==> config.mk <==
export PLATFORM = sky130hd
export DESIGN_NAME = led_mode_sequencer
export DESIGN_NICKNAME = d
export VERILOG_FILES = /design/src/rtl/led_mode_sequencer.sv
export SDC_FILE = /design/constraint.sdc
export NUM_CORES = 1
export LEC_CHECK = 0
export ABC_CLOCK_PERIOD_IN_PS = 3500
export CORE_ASPECT_RATIO = 0.6
export CORE_MARGIN = 2
export CORE_UTILIZATION = 40
export DETAILED_ROUTE_END_ITERATION = 10
export PLACE_DENSITY = 0.57
export SLEW_MARGIN = 20
export SYNTH_ARGS = -nofsm -noshare
export SYNTH_HDL_FRONTEND = slang
export SYNTH_SLANG_ARGS = --single-unit
==> constraint.sdc <==
create_clock -name i_clk -period 3.5 [get_ports i_clk]
set_input_delay 0.525 -clock i_clk [delete_from_list [all_inputs] [get_ports i_clk]]
set_output_delay 0.525 -clock i_clk [all_outputs]
set_load 0.05 [all_outputs]
==> src/rtl/led_mode_sequencer.sv <==
// Push-button mode sequencer: synchronizes and debounces a switch, steps OFF/RED/BLUE/ALT on each release.
// Optional feature macro LED_MODE_SEQUENCER_LONG_PRESS_EN: a long debounced hold forces OFF and swallows its release.
module led_mode_sequencer #(
   parameter int DEBOUNCE_CYCLES   = 250000,
   parameter int BLINK_CYCLES      = 12500000,
   parameter int LONG_PRESS_CYCLES = 25000000
) (
   input  logic       i_clk,
   input  logic       i_rst,
   input  logic       i_switch,
   output logic       o_led_red,
   output logic       o_led_blue,
   output logic [1:0] o_mode,
   output logic       o_press
);

   localparam int DW = $clog2(DEBOUNCE_CYCLES);
   localparam int BW = $clog2(BLINK_CYCLES);
   localparam logic [DW-1:0] DEB_LAST   = DW'(DEBOUNCE_CYCLES - 1);
   localparam logic [BW-1:0] BLINK_LAST = BW'(BLINK_CYCLES - 1);

   if (DEBOUNCE_CYCLES < 2 || BLINK_CYCLES < 2 || LONG_PRESS_CYCLES < 2) begin : gParamCheck
      $error("led_mode_sequencer: cycle parameters must be at least 2");
   end

   typedef enum logic [1:0] {
      MODE_OFF  = 2'b00,
      MODE_RED  = 2'b01,
      MODE_BLUE = 2'b10,
      MODE_ALT  = 2'b11
   } mode_t;

   logic          sync1_q, sync2_q;
   logic [DW-1:0] debCnt_q, debCnt_d;
   logic          debLvl_q, debLvl_d;
   logic          releaseEvt;
   mode_t         mode_q, mode_d;
   logic          press_q, press_d;
   logic [BW-1:0] blinkCnt_q, blinkCnt_d;
   logic          phase_q, phase_d;

`ifdef LED_MODE_SEQUENCER_LONG_PRESS_EN
   localparam int LW = $clog2(LONG_PRESS_CYCLES);
   localparam logic [LW-1:0] LP_LAST = LW'(LONG_PRESS_CYCLES - 1);
   logic [LW-1:0] lpCnt_q, lpCnt_d;
   logic          lpFired_q, lpFired_d;
   logic          fireNow;
`endif

   // Debounce: a differing level must survive DEBOUNCE_CYCLES samples in a row.
   always_comb begin
      debCnt_d   = debCnt_q;
      debLvl_d   = debLvl_q;
      releaseEvt = 1'b0;
      if (sync2_q == debLvl_q) begin
         debCnt_d = '0;
      end else if (debCnt_q == DEB_LAST) begin
         debCnt_d   = '0;
         debLvl_d   = sync2_q;
         releaseEvt = debLvl_q;
      end else begin
         debCnt_d = debCnt_q + 1'b1;
      end
   end

   // Mode stepping on release; a fired long press wins over a coincident release.
   always_comb begin
      mode_d  = mode_q;
      press_d = 1'b0;
`ifdef LED_MODE_SEQUENCER_LONG_PRESS_EN
      lpCnt_d   = lpCnt_q;
      lpFired_d = lpFired_q;
      fireNow   = 1'b0;
      if (!debLvl_q) begin
         lpCnt_d = '0;
      end else if (!lpFired_q) begin
         if (lpCnt_q == LP_LAST) begin
            fireNow   = 1'b1;
            lpFired_d = 1'b1;
            mode_d    = MODE_OFF;
         end else begin
            lpCnt_d = lpCnt_q + 1'b1;
         end
      end
      if (releaseEvt) begin
         lpFired_d = 1'b0;
         lpCnt_d   = '0;
         if (!(lpFired_q || fireNow)) begin
            press_d = 1'b1;
            mode_d  = mode_t'(mode_q + 2'b01);
         end
      end
`else
      if (releaseEvt) begin
         press_d = 1'b1;
         mode_d  = mode_t'(mode_q + 2'b01);
      end
`endif
   end

   // Blink only while staying in ALT, so entry always starts on the red phase.
   always_comb begin
      blinkCnt_d = '0;
      phase_d    = 1'b0;
      if (mode_q == MODE_ALT && mode_d == MODE_ALT) begin
         if (blinkCnt_q == BLINK_LAST) begin
            blinkCnt_d = '0;
            phase_d    = ~phase_q;
         end else begin
            blinkCnt_d = blinkCnt_q + 1'b1;
            phase_d    = phase_q;
         end
      end
   end

   always_ff @(posedge i_clk or posedge i_rst) begin
      if (i_rst) begin
         sync1_q    <= 1'b0;
         sync2_q    <= 1'b0;
         debCnt_q   <= '0;
         debLvl_q   <= 1'b0;
         mode_q     <= MODE_OFF;
         press_q    <= 1'b0;
         blinkCnt_q <= '0;
         phase_q    <= 1'b0;
`ifdef LED_MODE_SEQUENCER_LONG_PRESS_EN
         lpCnt_q    <= '0;
         lpFired_q  <= 1'b0;
`endif
      end else begin
         sync1_q    <= i_switch;
         sync2_q    <= sync1_q;
         debCnt_q   <= debCnt_d;
         debLvl_q   <= debLvl_d;
         mode_q     <= mode_d;
         press_q    <= press_d;
         blinkCnt_q <= blinkCnt_d;
         phase_q    <= phase_d;
`ifdef LED_MODE_SEQUENCER_LONG_PRESS_EN
         lpCnt_q    <= lpCnt_d;
         lpFired_q  <= lpFired_d;
`endif
      end
   end

   assign o_mode     = mode_q;
   assign o_press    = press_q;
   assign o_led_red  = (mode_q == MODE_RED)  || (mode_q == MODE_ALT && !phase_q);
   assign o_led_blue = (mode_q == MODE_BLUE) || (mode_q == MODE_ALT &&  phase_q);

endmodule
==> impl_results.md <==
* Outcome: finished clean
* TritonCTS Sinks at 49
* Leading cell types by count after synthesis: dfrtp_1 (49), nor2_1 (40), xor2_1 (27), nand3_1 (20), nand2_1 (15)
* Number of iterations in the first detailed-routing pass at 4
* Total Wirelength at 4210 um
* Number of max-slew violations in the final report at 0
* Comb pwr share at under 10%
* Max-capacitance violation count at 0
* Number of buffers on the longest clock path at 2
* Antenna violations before repair at 0
* DRC violation count after routing at 0
* WP buf/inv at 1
* Count of flip-flops with a built-in enable after synthesis at 0
* Fmax at slightly above 0.4 GHz
* Share of total power in the clock network at 35.4%
* Clock transition time at the flip-flop clock pins of the worst setup and hold paths at about 90 ps
* Power density relative to cell area at about 340 nW/um2
* Switching fraction of total power at ~22%
* Global placement routability congestion at just under 0.8
* Fraction of registers with async set or reset after synthesis at 100%
* Area of the die at slightly below 7000 um2
* Reg-to-Reg End: debCnt_q[4]$_DFF_PP0_
* First-pass GRT wire length at 7630 um
* Half-perimeter wire length after detailed placement at 2960 um
* Largest cells by area after synthesis: dfrtp_1 (50%), xor2_1 (9.6%), nor2_1 (6.1%)
* GRT Residual Overflow at 0
* Largest stage delay on the critical path at just under 800 ps
* Worst clock skew at between 7 and 8 ps
* Worst-path cell with the longest stage delay: clkdlybuf4s50_1
* Lkg Pwr at approximately 1.1 nW
* Filler cell count in the final layout at approximately 580
* Combined area of all synthesized cells at roughly 2500 um2
* Portion of synthesized cell area occupied by the leading cell type at between 50% and 60%
* Worst Hold Depth at 0
* Family of cells with the greatest summed delay on the critical path: buffers and inverters
* Post-route standard cell area excluding fillers at around 2700 um2
* Initial DRC count at 88
* Post-placement cell area at approximately 2600 um2
* Final cycle utilization of the critical path at between 60 and 70%
* Detailed-route wire length per cell at 12.7 um
* Minimum period implied by the final worst setup slack at around 2400 ps
* Synthesized area per cell at just over 10 um2
* R2r worst-path depth at 6
* Synth Net Count at 245
* Series of cell instances along the critical path: ha_1, a21o_1, clkdlybuf4s50_1
* Root Buffer Master: clkbuf_8
* Predominant post-synthesis flop cell: dfrtp_1
* Nature of the critical path startpoint: flip-flop
* CTS tree: done
* Cts bufs inserted at 5
* Worst Max-Slew Pin Slew at approximately 850 ps
* Worst Path Max Fanout at 6
* Worst-Skew Late Latency at roughly 300 ps
* Number of failing setup endpoints in the final timing report at 0
* Tightest Hold Check Type: reg2reg
* Worst voltage drop across the vdd grid at 0.000158 V
* Crit path capture type: output pin
* Total routing usage reported by global routing at 14.2%
* Arr. time, crit path at 1900 ps
* Hold path start: sync1_q$_DFF_PP0_
* X dimension of the die at ~110 um
* Initial Util at around two fifths
* Internal portion of total power at 0.717 mW
* Antenna Violating Nets Remaining at 0
* Flip-flop and latch count after synthesis at 49
* H-tree depth reported by CTS at 2
* Relative slew margins at 43.2%
* Distinct cell type count of the synthesized netlist at 35
* Share of cells above drive strength 1 at roughly 13%
* Warnings from Yosys at 0
* Type of the setup path with the least slack: reg2out
* Number of vias per cell at slightly below 5
* Chip height at around 65 um
* Setup repair after global routing missed its margin: false
* Area Growth Syn to Fin at 9.29%
* Final core utilization at around 44%
* Critical R2R Launch: debCnt_q[0]$_DFF_PP0_
* Area of the core at between 6000 and 7000 um2
* Inserted Diodes at 0
* Count of vias placed by the detailed router at about 1600
* Post-CTS setup repair buffer count at 0
* Number of standard-cell rows in the floorplan at 22
* Largest area contributor in the netlist: dfrtp_1
* Setup TNS at 0 ps
* Setup slack, reg-to-reg at ~1400 ps
* Mapped Cells at 237
* Resized cells post-CTS at 0
* Hold Crit Endpoint: sync2_q$_DFF_PP0_
* Leading cell type by number of instances after synthesis: dfrtp_1
* Part of the power in registers at 62.2%
* Nets at between 200 and 300
* I/O pin cnt at 8
* Sequential-to-total area share from yosys stat at 50.0%
* Final hold vios at 0
* Worst path required time at slightly below 3000 ps
* Pin count of the biggest net entering global routing at 50
* CTS Hold Bufs at 0
* Number of buffer cells added on primary ports at 7
* Hold_ws at 360 ps
* Net switching power at roughly 0.2 mW
* Vias in the first global route at about 1600
-- power groups by stage --
stage / sequential, mW / clock [mW] / combinational (mW)
after floorplan: 0.584 / 0 / 0.0162
after global placement: 0.584 / 0 / 0.0244
after detailed placement: 0.584 / 0 / 0.0236
after CTS: 0.573 / 0.340 / 0.0237
after global routing: 0.574 / 0.366 / 0.0273
final: 0.573 / 0.326 / 0.0223
-- layout make-up --
class	instances	area, um2	share of cell area (%)
Clock inverter	1	7.51	0.280
Inverter	9	35.0	1.31
Timing Repair Buffer	7	70.1	2.61
Sequential cell	49	1230	45.8
Clock buffer	7	76.3	2.85
Multi-Input combinational cell	176	1160	43.3
Tap cell	84	105	3.92
-- how the worst max path moves through the flow --
stage	startpoint	endpoint	slack [ps]	depth (start not counted)
4_1_cts	o_mode[0]$_DFF_PP0_	o_led_red	1060	3
2_1_floorplan	o_mode[0]$_DFF_PP0_	blinkCnt_q[12]$_DFF_PP0_	1590	7
3_5_place_dp	debCnt_q[0]$_DFF_PP0_	debCnt_q[14]$_DFF_PP0_	1360	6
5_1_grt	o_mode[0]$_DFF_PP0_	o_led_red	970	3
6_report	o_mode[0]$_DFF_PP0_	o_led_red	1070	3
3_3_place_gp	o_mode[0]$_DFF_PP0_	o_led_red	1400	3
-- cell families after synthesis --
| group | synth area share (%) |
|---|---|
| xor+xnor | 14.6 |
| buf+inv | 2.70 |
| mux | 0.867 |
| flops | 50.0 |
| simple gates | 27.6 |
| compound gates | 1.63 |
| fa+ha+maj | 2.55 |
-- flip-flops by register name (all words and copies together) (netlist names) --
name,cells
sync2_q,1
debLvl_q,1
debCnt_q,18
o_mode,2
phase_q,1
o_press,1
blinkCnt_q,24
sync1_q,1
-- per-layer routing --
metal	share of wire, %	routed length, um	vias to the layer above	track usage [%]
li1	-	-	813	-
met1	59	2490	775	23.1
met2	37	1570	23	18.0
met3	3.6	152	0	3.02
met4	0	0	0	4.50
met5	0	0	-	0
-- cell usage in the layout (no fill, tap or decap), types with 5 or more instances in the layout --
master,count
nand3_1,20
clkbuf_8,5
ha_1,5
nand2_1,15
clkdlybuf4s50_1,7
inv_1,8
xnor2_1,14
nand4_1,9
dfrtp_1,49
nor2_2,12
nor2_1,40
xor2_1,27
-- per-stage QoR --
stage          std cells  power (mW)  setup WS [ps]
2_1_floorplan        237       0.600           1590
3_3_place_gp         325       0.609           1400
6_report             333       0.921           1070
4_1_cts              333       0.937           1060
5_1_grt              333       0.967            966
3_5_place_dp         325       0.608           1360
No activity file was read; power rests on OpenSTA's default activity.
